--- src/rtl/screen_fb_writer.sv ---
// rtl/screen_fb_writer.sv - double-buffered framebuffer write port with fill engine and frame-synchronous bank swap
// Optional fill engine: define SCREEN_FB_FILL_EN to build the FILL state, fill counter and busy.
module screen_fb_writer #(
  parameter int X_W   = 5,
  parameter int Y_W   = 5,
  parameter int PIX_W = 3
) (
  input  logic                 clk,
  input  logic                 reset,
  input  logic                 wr_valid,
  output logic                 wr_ready,
  input  logic [X_W-1:0]       wr_x,
  input  logic [Y_W-1:0]       wr_y,
  input  logic [PIX_W-1:0]     wr_pix,
  input  logic                 fill_start,
  input  logic [PIX_W-1:0]     fill_pix,
  input  logic                 swap_req,
  input  logic                 frame_end,
  output logic                 fb_we,
  output logic [X_W+Y_W:0]     fb_waddr,
  output logic [PIX_W-1:0]     fb_wdata,
  output logic                 rd_bank,
  output logic                 swap_pending,
  output logic                 busy
);

  localparam int AW = X_W + Y_W;

  logic          idle;
  logic          fill_go;
  logic          fill_step;
  logic [AW-1:0] fill_next;
  logic          wr_fire;
  logic          swap_now;

`ifdef SCREEN_FB_FILL_EN
  typedef enum logic {S_IDLE, S_FILL} state_t;

  state_t        state, state_nxt;
  logic [AW-1:0] fill_cnt;
  logic          fill_last;

  assign idle      = (state == S_IDLE);
  assign fill_last = (fill_cnt == {AW{1'b1}});
  assign fill_go   = idle & fill_start;
  assign fill_step = (state == S_FILL) & ~fill_last;
  assign fill_next = fill_cnt + AW'(1);
  assign busy      = (state == S_FILL);
  assign wr_ready  = reset & idle & ~fill_start;

  always_comb begin
    state_nxt = state;
    case (state)
      S_IDLE: if (fill_start) state_nxt = S_FILL;
      S_FILL: if (fill_last)  state_nxt = S_IDLE;
      default:                state_nxt = S_IDLE;
    endcase
  end

  // fill_cnt tracks the address currently presented on the write port
  always_ff @(posedge clk) begin
    if (!reset) begin
      state    <= S_IDLE;
      fill_cnt <= '0;
    end else begin
      state <= state_nxt;
      if (fill_go)
        fill_cnt <= '0;
      else if (fill_step)
        fill_cnt <= fill_next;
    end
  end
`else
  logic unused_fill;

  assign unused_fill = fill_start;
  assign idle        = 1'b1;
  assign fill_go     = 1'b0;
  assign fill_step   = 1'b0;
  assign fill_next   = '0;
  assign busy        = 1'b0;
  assign wr_ready    = reset;
`endif

  assign wr_fire  = wr_valid & wr_ready;
  // swap_req in the frame_end cycle counts as pending; never swap mid-fill
  assign swap_now = frame_end & (swap_pending | swap_req) & idle;

  always_ff @(posedge clk) begin
    if (!reset) begin
      rd_bank      <= 1'b0;
      swap_pending <= 1'b0;
    end else if (swap_now) begin
      rd_bank      <= ~rd_bank;
      swap_pending <= 1'b0;
    end else if (swap_req) begin
      swap_pending <= 1'b1;
    end
  end

  // Bank bit is taken from the pre-swap rd_bank, so a write or fill that
  // coincides with a swap edge still lands in the old back bank.
  always_ff @(posedge clk) begin
    if (!reset) begin
      fb_we    <= 1'b0;
      fb_waddr <= '0;
      fb_wdata <= '0;
    end else if (fill_go) begin
      fb_we    <= 1'b1;
      fb_waddr <= {~rd_bank, {AW{1'b0}}};
      fb_wdata <= fill_pix;
    end else if (fill_step) begin
      fb_we    <= 1'b1;
      fb_waddr <= {fb_waddr[AW], fill_next};
    end else if (wr_fire) begin
      fb_we    <= 1'b1;
      fb_waddr <= {~rd_bank, wr_y, wr_x};
      fb_wdata <= wr_pix;
    end else begin
      fb_we    <= 1'b0;
    end
  end

endmodule

--- config.mk ---
export PLATFORM = sky130hd
export DESIGN_NAME = screen_fb_writer
export DESIGN_NICKNAME = d
export VERILOG_FILES = /design/src/rtl/screen_fb_writer.sv
export SDC_FILE = /design/constraint.sdc
export NUM_CORES = 1
export LEC_CHECK = 0
export BUFFER_PORTS_ARGS = -buffer_cell sky130_fd_sc_hd__buf_2
export CELL_PAD_IN_SITES_DETAIL_PLACEMENT = 1
export CELL_PAD_IN_SITES_GLOBAL_PLACEMENT = 2
export CORE_MARGIN = 8
export CORE_UTILIZATION = 21
export CTS_BUF_LIST = sky130_fd_sc_hd__clkbuf_16
export DETAILED_ROUTE_END_ITERATION = 12
export PLACE_DENSITY_LB_ADDON = 0.1
export SYNTH_ARGS = -nofsm -noshare
export SYNTH_HDL_FRONTEND = slang
export SYNTH_SLANG_ARGS = --single-unit
--- constraint.sdc ---
create_clock -name clk -period 0.8 [get_ports clk]
set_input_delay 0.04 -clock clk [delete_from_list [all_inputs] [get_ports clk]]
set_output_delay 0.04 -clock clk [all_outputs]
set_load 0.03 [all_outputs]
# ---- Yosys cells after proc, flatten, opt, wreduce, memory -nomap -nowiden
# Index checks and enable logic that the tools add are counted.
dict set report classes {
  muxes 1
  bitwise_logic 5
  n_reduce_logical 1
}
# cell count
set ops {}
lappend ops {{1-bit AND} 2}
lappend ops {{1-bit inverter} 2}
lappend ops {{2-bit OR reduction} 1}
lappend ops {{1-bit 2-to-1 mux} 1}
lappend ops {{1-bit OR} 1}
dict set report totals {
  ff_bits 17
  inputBits 22
  output_inout_bits 19
  word_cells 12
}

# ---- Depth between registers and ports, before layout
dict set report logic_depth {
  ltp_word 3
  mapped_depth 4
  depth_no_buf 2
}

# ---- Worst setup path after synthesis
# OpenSTA, ideal clock, no wires.
dict set report synth_path {
  path_kind {reg2reg}
  from {register swap_pending}
  to {register rd_bank}
  setup_time_ns 0.124
  arrival_ns 0.783
  setup_slack_ns -0.107
  stages_incl_launch_ff 3
  n_path_buf 0
  period_less_slack_ns 0.907
  cell_sequence {dfxtp_1 -> o21ai_0 -> mux2i_1}
}
dict set report synth_via {
  elab_chain_len 2
}
# element line
set synth_lines {}
lappend synth_lines {{from (decl)} 23} ;# output logic swap_pending,
lappend synth_lines {{from (signal assigned)} 92} ;# swap_pending <= 1'b0;
lappend synth_lines {{from (signal assigned)} 95} ;# swap_pending <= 1'b0;
lappend synth_lines {{from (signal assigned)} 97} ;# swap_pending <= 1'b1;
lappend synth_lines {{1-bit OR} 87} ;# assign swap_now = frame_end & (swap_pending | swap_req) & idle;
lappend synth_lines {{1-bit AND} 87}
lappend synth_lines {{to (signal assigned)} 94} ;# rd_bank <= ~rd_bank;
lappend synth_lines {{to (decl)} 22} ;# output logic rd_bank,
# Every way passes these cells.
# A chain may end at the register's enable or synchronous reset.

# ---- Final worst setup path
dict set report layout_path {
  from {register rd_bank}
  to {output rd_bank}
}
# No word-level cell between the ends.

==> run_results.csv <==
group,metric,value,unit
timing,slew_viol_final,0,
pwr,p_leak,0.4953,nW
placed_design,port_buffers,35,
clocking,cts.sinks,17,
synthesis,synth-seq-area-share,51.22,%
synthesis,yosys_warnings,0,
clocking,clkLatencyLatePin,250,ps
synthesis,syn-num-nets,80,
finish,layout.nets,116,
synthesis,synthFlopType,"dfxtp_1",
placed_design,dp.cells,132,
pwr,ir_worst_vdd,1238,µV
pwr,pwr-share-comb,16.9,%
critical_path,crit_family,"flip-flops",
synthesis,synth_edf_count,0,
timing,max_freq,1.287,GHz
finish,area_growth,56.31,%
floorplanning,start_util,21.94,%
critical_path,worstSetupPathType,"flop to output pin",
critical_path,critPathArrivalTime,740,ps
run_status,status,"finished, final reports clean",
finish,fin_cells,137,
synthesis,synth_cell_types,15,
grt,grt_max_degree,20,
timing,setup_violations,0,
synthesis,yosysMostFrequentCell,"dfxtp_1",
synthesis,synth_top_area_cell,"dfxtp_1",
critical_path,cp.required,760,ps
critical_path,worst_path_max_delay_cell,"dfxtp_4",
drt,wire_per_inst,12.36,µm
grt,antenna_found_initial,0,
drt,firstDrtPassIters,2,
clocking,cts.clk_slew.worst_paths,50,ps
drt,finalWirelength,1.694,mm
synthesis,async_flop_share,0,%
floorplanning,floorplan.rows,20,
pwr,power_frac_seq,40.8,%
grt,grt_pass1_wl,2.691,mm
drt,detail_route.iter0.violations,5,
clocking,cts_setup_buffers,0,
critical_path,path_cells,"buf_6",
synthesis,synth_cells,58,
timing,finalHoldViolCount,0,
drt,num_vias,521,
run,cap_violations,0,
timing,period_share,97.10,%
critical_path,start_kind,"flop",
clocking,cts_tree,"done",
synthesis,synth_top_area_share,51.22,%
clocking,htreeDepth,1,
drt,vias_per_cell,3.803,
timing,period_minus_slack,776.8,ps
critical_path,cp_max_fo,4,
grt,first_global_vias,566,
floorplanning,die_y,72.25,µm
timing,rsz0062_at_grt,"yes",
clocking,clockBufferDepth,2,
pwr,switchingPower,0.5598,mW
clocking,cts-buffers-inserted,3,
synthesis,synth.avg_cell_area,11.45,µm²
pwr,power_density,2227,nW/µm²
pwr,swShare,24.21,%
synthesis,synth-seq-cells,17,
critical_path,worst_path_largest_cell_delay,360,ps
floorplanning,fp.dieW,72.25,µm
grt,grtUsageTotal,6.642,%
synthesis,ys_top_cells_by_area,"dfxtp_1 51%, mux2i_1 21%, nor2b_1 12%",
grt,overflow,0,
pwr,p_clk_share,42.3,%
floorplanning,design.core.area,3028,µm²
finish,num_antenna_cells,0,
synthesis,netlist_top_cells_count,"17 x dfxtp_1, 14 x mux2i_1, 13 x nor2b_1",
drt,postRouteAntennaNets,0,
pwr,p_total,2.312,mW
placed_design,gp_congestion,0.5265,
floorplanning,io_pins,41,
pwr,power.internal,1.753,mW
synthesis,syn_area,664.4,µm²
drt,drcViolationCount,0,
critical_path,worst_setup_path_end_kind,"output pin",
finish,drive_above_1_share,53.76,%
clocking,clock-root-buffer,"clkbuf_16",
critical_path,critPathBufInv,1,
timing,worst_slack,23.21,ps
placed_design,place_ws,-65.07,ps
finish,nFillCells,346,
timing,fin_skew,0.1314,ps
worst_hold_path,hold_path_class,"input port to flop",
floorplanning,die_area,5219,µm²
## area by class of cell
cell class | count | area [µm²] | share of cell area, %
Sequential cell | 17 | 355.3 | 34.22
Multi-Input combinational cell | 36 | 276.5 | 26.63
Timing Repair Buffer | 36 | 272.8 | 26.26
Clock buffer | 3 | 75.07 | 7.229
Tap cell | 44 | 55.05 | 5.301
Clock inverter | 1 | 3.754 | 0.3614
## per-layer routing
layer  track usage, %  share of wire, %  up-vias
li1                 -                 -      257
met1            6.464                35      243
met2            11.33                56       19
met3            4.132               9.3        2
met4            2.041              0.35        0
met5                0                 0        -
## path summary, 6_finish.rpt
| path | startpoint | end | slack, ps | cells after the start |
|---|---|---|---|---|
| worst max-delay path | rd_bank$_SDFFE_PN0P_ | rd_bank | 20 | 1 |
| worst min-delay path | wr_x[2] | fb_waddr[2]$_SDFFE_PN0P_ | 50 | 3 |
| worst max register to register | swap_pending$_SDFFE_PP0P_ | rd_bank$_SDFFE_PN0P_ | 80 | 2 |
| worst min register to register | rd_bank$_SDFFE_PN0P_ | rd_bank$_SDFFE_PN0P_ | 500 | 2 |
## power groups by stage
stage	clock [mW]	combinational [mW]	sequential (mW)
floorplan	0	0.137	1.05
global placement	0	0.336	0.944
detailed placement	0	0.341	0.946
CTS	1.03	0.378	0.933
global route	1.05	0.419	0.951
finish	0.977	0.391	0.944
## stage by stage
step | hold slack [ps] | setup TNS, ps | area (µm²) | util (%)
floorplan | 108.7 | 0 | 666.9 | -
global placement | 208.1 | -542.3 | 845.8 | 27.93
detailed placement | 220.2 | -743.6 | 845.8 | 27.93
CTS | 50.32 | 0 | 982.2 | 32.44
global route | 60.46 | 0 | 1039 | 34.30
finish | 53.69 | 0 | 1039 | 34.30
## worst reg2reg max path, cell delays in order, from the launching register on
cell and delay [ps]:
dfxtp_2 330, o21ai_2 140, mux2i_1 170
## sequential cells by signal, summed over array words and instances, names as in the netlist
name	count
rd_bank	1
swap_pending	1
fb_wdata	3
fb_waddr	11
fb_we	1
## cells by family (layout without fill, tap and decap cells)
group	Yosys count	after routing	share of synthesized area (%)
flip-flops	17	17	51.22
other	1	1	0.5644
AO/OA/AOI/OAI	2	2	2.259
buffers and inverters	5	40	7.720
multiplexers	14	14	21.09
AND/OR/NAND/NOR	19	19	17.14
## what timing repair did
| item | CTS | global route |
|---|---|---|
| hold endpoints to repair | 1 | 0 |
| endpoints found under the setup margin | 16 | 14 |
| resized for setup | 18 | 21 |
| hold buffers | 1 | 0 |
## cells in the final DEF (no fill, tap or decap)
cell type,synthesis,layout
buf_2,1,18
and2_2,1,1
nor2b_1,13,13
o21ai_2,0,1
conb_1,1,1
o211a_1,1,1
buf_6,1,12
nand2_1,2,2
nor3b_1,1,1
dfxtp_1,17,7
mux2i_1,14,14
dlygate4sd3_1,0,1
inv_1,0,1
buf_4,2,4
nand2b_1,1,1
clkbuf_4,0,1
nor2_1,1,1
dfxtp_4,0,1
dfxtp_2,0,9
clkbuf_16,0,3
(Power assumes the default switching activity.)
